<file path="src/rtl/vgachargen_pkg.sv">
// vgachargen_pkg: shared constants for the character generator.
// The text screen is 80 columns x 30 rows. The char/colour map address is
// {row[4:0], col[6:0]}. This package also holds the fill controller FSM state type.
package vgachargen_pkg;

  localparam int CH_H_PIXELS       = 80;  // character columns per row
  localparam int CH_V_PIXELS       = 30;  // character rows per screen
  localparam int CH_H_WIDTH        = 7;   // column field width in the map address
  localparam int CH_V_WIDTH        = 5;   // row field width in the map address
  localparam int CH_MAP_ADDR_WIDTH = CH_V_WIDTH + CH_H_WIDTH;
  localparam int CH_MAP_DATA_WIDTH = 8;

  typedef enum logic {
    IDLE = 1'b0,
    FILL = 1'b1
  } fill_state_t;

  // The row sits above the column, so each row starts on a 128-entry boundary.
  // Columns 80..127 of every row are holes that nothing ever writes.
  function automatic logic [CH_MAP_ADDR_WIDTH-1:0] ch_map_addr(
    input logic [CH_V_WIDTH-1:0] row,
    input logic [CH_H_WIDTH-1:0] col
  );
    return {row, col};
  endfunction

endpackage

</file>
<file path="src/rtl/vgachargen_fill_ctrl.sv">
// vgachargen_fill_ctrl: fills the whole character and colour map with one
// {char, colour} pair. It shares the single map write port with a CPU
// requester, and the CPU always has priority.
// Ports:
//   clk_i, rst_ni                     clock, synchronous active-low reset
//   cmd_valid_i/cmd_ready_o           fill command handshake (ready = idle)
//   cmd_ch_i, cmd_col_i               fill character and {fg,bg} colour
//   abort_i                           cancels an active fill
//   vblank_i                          vertical blank; gates fill writes if WAIT_VBLANK
//   cpu_req_i/cpu_addr_i/cpu_ch_i/cpu_col_i, cpu_gnt_o   CPU single writes
//   mem_we_o/mem_addr_o/mem_ch_o/mem_col_o              registered map write port
//   busy_o, done_o                    fill active, one-cycle completion pulse
//   state_o                           current FSM state (debug)
module vgachargen_fill_ctrl
  import vgachargen_pkg::*;
#(
  parameter bit WAIT_VBLANK = 1'b0
) (
  input  logic                         clk_i,
  input  logic                         rst_ni,
  input  logic                         cmd_valid_i,
  output logic                         cmd_ready_o,
  input  logic [CH_MAP_DATA_WIDTH-1:0] cmd_ch_i,
  input  logic [CH_MAP_DATA_WIDTH-1:0] cmd_col_i,
  input  logic                         abort_i,
  input  logic                         vblank_i,
  input  logic                         cpu_req_i,
  input  logic [CH_MAP_ADDR_WIDTH-1:0] cpu_addr_i,
  input  logic [CH_MAP_DATA_WIDTH-1:0] cpu_ch_i,
  input  logic [CH_MAP_DATA_WIDTH-1:0] cpu_col_i,
  output logic                         cpu_gnt_o,
  output logic                         mem_we_o,
  output logic [CH_MAP_ADDR_WIDTH-1:0] mem_addr_o,
  output logic [CH_MAP_DATA_WIDTH-1:0] mem_ch_o,
  output logic [CH_MAP_DATA_WIDTH-1:0] mem_col_o,
  output logic                         busy_o,
  output logic                         done_o,
  output fill_state_t                  state_o
);

  localparam logic [CH_H_WIDTH-1:0] COL_LAST = CH_H_WIDTH'(CH_H_PIXELS - 1);
  localparam logic [CH_V_WIDTH-1:0] ROW_LAST = CH_V_WIDTH'(CH_V_PIXELS - 1);

  fill_state_t                  state_q, state_d;
  logic [CH_V_WIDTH-1:0]        row_q;
  logic [CH_H_WIDTH-1:0]        col_q;
  logic [CH_MAP_DATA_WIDTH-1:0] fill_ch_q;
  logic [CH_MAP_DATA_WIDTH-1:0] fill_col_q;
  logic                         cmd_acc;
  logic                         fill_we;
  logic                         col_last;
  logic                         at_end;

  assign cmd_acc  = cmd_valid_i && (state_q == IDLE);
  // A fill write goes ahead only when the CPU leaves the port free.
  // An abort in the same cycle suppresses it, even on the final address.
  assign fill_we  = (state_q == FILL) && !abort_i && (!WAIT_VBLANK || vblank_i)
                    && !cpu_req_i;
  assign col_last = (col_q == COL_LAST);
  assign at_end   = col_last && (row_q == ROW_LAST);
  assign cpu_gnt_o = cpu_req_i;

  // State register
  always_ff @(posedge clk_i) begin
    if (!rst_ni) state_q <= IDLE;
    else         state_q <= state_d;
  end

  // Next-state logic
  always_comb begin
    state_d = state_q;
    unique case (state_q)
      IDLE: if (cmd_valid_i) state_d = FILL;
      FILL: begin
        if (abort_i)                state_d = IDLE;
        else if (fill_we && at_end) state_d = IDLE;
      end
      default: state_d = IDLE;
    endcase
  end

  // State-decoded outputs
  always_comb begin
    cmd_ready_o = (state_q == IDLE);
    busy_o      = (state_q == FILL);
    state_o     = state_q;
  end

  // Row/column walker and latched fill data. The counters move only on a real
  // fill write, so CPU-won and vblank-gated cycles leave the position unchanged.
  always_ff @(posedge clk_i) begin
    if (!rst_ni) begin
      row_q      <= '0;
      col_q      <= '0;
      fill_ch_q  <= '0;
      fill_col_q <= '0;
    end else if (cmd_acc) begin
      row_q      <= '0;
      col_q      <= '0;
      fill_ch_q  <= cmd_ch_i;
      fill_col_q <= cmd_col_i;
    end else if (fill_we) begin
      if (at_end) begin
        row_q <= '0;
        col_q <= '0;
      end else if (col_last) begin
        row_q <= row_q + CH_V_WIDTH'(1);
        col_q <= '0;
      end else begin
        col_q <= col_q + CH_H_WIDTH'(1);
      end
    end
  end

  // Registered write port. Address and data keep their last values when idle.
  always_ff @(posedge clk_i) begin
    if (!rst_ni) begin
      mem_we_o   <= 1'b0;
      mem_addr_o <= '0;
      mem_ch_o   <= '0;
      mem_col_o  <= '0;
      done_o     <= 1'b0;
    end else begin
      mem_we_o <= cpu_req_i || fill_we;
      done_o   <= fill_we && at_end;
      if (cpu_req_i) begin
        mem_addr_o <= cpu_addr_i;
        mem_ch_o   <= cpu_ch_i;
        mem_col_o  <= cpu_col_i;
      end else if (fill_we) begin
        mem_addr_o <= ch_map_addr(row_q, col_q);
        mem_ch_o   <= fill_ch_q;
        mem_col_o  <= fill_col_q;
      end
    end
  end

endmodule

</file>
<file path="config.mk">
export PLATFORM = sky130hd
export DESIGN_NAME = vgachargen_fill_ctrl
export DESIGN_NICKNAME = d
export VERILOG_FILES = /design/src/rtl/vgachargen_pkg.sv /design/src/rtl/vgachargen_fill_ctrl.sv
export SDC_FILE = /design/constraint.sdc
export NUM_CORES = 1
export LEC_CHECK = 0
export ABC_AREA = 1
export CAP_MARGIN = 20
export CORE_ASPECT_RATIO = 1.2
export CORE_MARGIN = 2
export CORE_UTILIZATION = 45
export CTS_BUF_LIST = sky130_fd_sc_hd__clkbuf_16
export CTS_CLUSTER_DIAMETER = 40
export DETAILED_ROUTE_END_ITERATION = 8
export PLACE_DENSITY_LB_ADDON = 0.1
export SLEW_MARGIN = 20
export SYNTH_ARGS = -nofsm -noshare
export SYNTH_HDL_FRONTEND = slang
export SYNTH_SLANG_ARGS = --single-unit
</file>
<file path="constraint.sdc">
create_clock -name clk_i -period 2.6 [get_ports clk_i]
set_input_delay 0.52 -clock clk_i [delete_from_list [all_inputs] [get_ports clk_i]]
set_output_delay 0.52 -clock clk_i [all_outputs]
set_load 0.01 [all_outputs]
</file>
==> reports/metrics.yaml <==
outcome: "finished clean"
end_kind: "primary output"
hpwlAfterDp_um: 4250
relSlewSlack: 0.556
synth_area_per_cell_um2: 7.32
ys_seq_area_frac: 0.480
critPathKind: "in -> out"
io_buffers: 82
crit_path_frequent_cell: "clkdlybuf4s50_1"
crit_chain: "clkdlybuf4s50_1 -> clkdlybuf4s50_1"
synth_warnings: 0
critPathBufInv: 2
dr.pass1.iters: 4
drcViolationCount: 0
detail-route-antenna-nets: 0
p_per_area_nw_per_um2: 663
cap_viol_max_count: 0
cts.sinks: 59
gp_congestion: 0.810
grt_pass1_wl_um: 10200
finalSetupTns_ns: 0
yosys.cell_types.count: 23
overflow: 0
routed_wl_um: 6100
grt_setup_unrepaired: "no"
n_antenna_cell: 0
cp_max_fo: 4
initial_core_util: 0.465
synth-edff-count: 0
grt_max_degree: 30
synth_fp_nets: 389
syn_area_um2: 2460
die_x_um: 71.5
ios: 84
p_leak_nw: 1.39
num_rows: 29
start_kind: "input port"
drt_iter0_drc: 118
cts_hold_buf: 0
cts_tree: "done"
grt_pass1_vias: 2294
dieArea_um2: 6080
critical-path-top-delay-family: "buffers and inverters"
area_growth_pct: 45.8
final_util: 0.677
avgViaCountPerCell: 4.95
cts_buffer_depth: 2
finalHoldViolations: 0
irDropWorstVdd_mv: 0.424
post_drt_wl_per_cell_um: 12.6
die_h_um: 85.0
clk_pin_slew_ns: 0.05
synth_top_area_cell: "dfxtp_1"
worstPathArrival_ns: 1.67
finalClockSkew_ns: 0.00561
fmax_mhz: 456
fp.coreArea_um2: 5300
drive_gt1_frac: 0.0662
synthArstFlopShare: 0
antenna_found_initial: 0
htree_levels: 3
track_usage: 0.214
nNetsFinal: 471
insertion_delay_ns: 0.32
tightest_slew_ns: 0.665
fin_crit_ns: 2.19
cts_setup_buffers: 0
cp_slowest_cell: "clkdlybuf4s50_1"
synthTopCellsByArea: "dfxtp_1, nand2_1, nor2_1, a31oi_1, o21ai_0"
num_vias: 2403
finalSetupViolCount: 0
root_buffer: "clkbuf_16"
cts_buffers: 9
syn-instance-count: 336
synth_seq_cells: 59
slew_violations: 0
hp-class: "reg -> reg"
cts_resized: 0
cpPeakStageDelay_ns: 0.58
finalCritPeriodShare: 0.843
ys.flop_type: "dfxtp_1"
synth_top_cell_area_share: 0.480
required_ns: 2.08
## Yosys cell counts (3+ instances only)
master / instances
nand4_1: 4
clkbuf_1: 5
nand2_1: 112
a31oi_1: 28
inv_1: 18
o21ai_0: 18
buf_2: 3
ha_1: 3
dfxtp_1: 59
a21oi_1: 4
nor2_1: 53
buf_4: 7
nand3_1: 7
## where the power goes
part           internal [W]  switching [W]  leakage [nW]
Clock              0.000728       0.000397         0.141
Combinational      0.000152       0.000121         0.760
Sequential         0.000954      0.0000248         0.485
Total               0.00183       0.000543          1.39
## flip-flops by register name (all words and copies together) (netlist names)
signal	count
done_o	1
fill_ch_q	8
mem_col_o	8
busy_o	1
row_q	5
mem_addr_o	12
fill_col_q	8
mem_ch_o	8
mem_we_o	1
col_q	7
## cells in the final DEF, fill, tap and decap left out, drive strengths merged
cell           Yosys  layout
inv               19      21
a21oi              4       4
clkbuf             5       9
buf               12       6
ha                 3       3
nand3b             2       2
nor3               1       1
a31oi             28      28
bufinv             0       1
nand2            115     115
clkinv             0       2
clkdlybuf4s50      0      82
nand3              8       8
o21ai             18      18
nor2              57      57
nand4              4       4
clkinvlp           0       2
xor2               1       1
dfxtp             59      59
## final timing paths
path	depth (start not counted)	startpoint	end	slack [ns]
worst max-delay path	2	cpu_req_i	cpu_gnt_o	0.41
worst min-delay path	2	mem_ch_o[5]	mem_ch_o[5]	0.47
worst max register to register	5	busy_o	mem_col_o[7]	1.09
worst min register to register	2	mem_ch_o[5]	mem_ch_o[5]	0.47
## metrics by stage
step	cell area [µm²]	setup WS (ns)	power, W	hold WS [ns]	std cells
CTS	3590	0.398	0.00240	0.476	485
floorplan	2460	1.32	0.00112	0.455	336
global placement	3300	0.0992	0.00127	0.463	469
global route	3590	0.368	0.00247	0.496	485
detailed placement	3300	0.366	0.00127	0.469	469
finish	3590	0.408	0.00238	0.473	485
## cell families after synthesis
kind of cell	synth area share
and+or+nand+nor	0.312
DFF	0.480
AOI/OAI and AO/OA	0.116
buffers and inverters	0.0732
adders and majority gates	0.0153
xor gates and xnor gates	0.00356
## routing by layer
metal	vias up	global-route usage	wire length, µm
met5	-	0	0
met4	0	0.103	104
met1	1078	0.251	2530
met3	9	0.0475	384
met2	71	0.364	3080
li1	1245	-	-
## layout make-up
| cell class | instances | area, µm² |
|---|---|---|
| clock buffers | 9 | 225 |
| clock inverters | 7 | 61.3 |
| fillers | 473 | 1710 |
| inverters | 19 | 71.3 |
| multi-input cells | 241 | 1100 |
| flip-flops and latches | 59 | 1180 |
| well taps | 62 | 77.6 |
| repair buffers | 88 | 866 |
(Power assumes the default switching activity.)
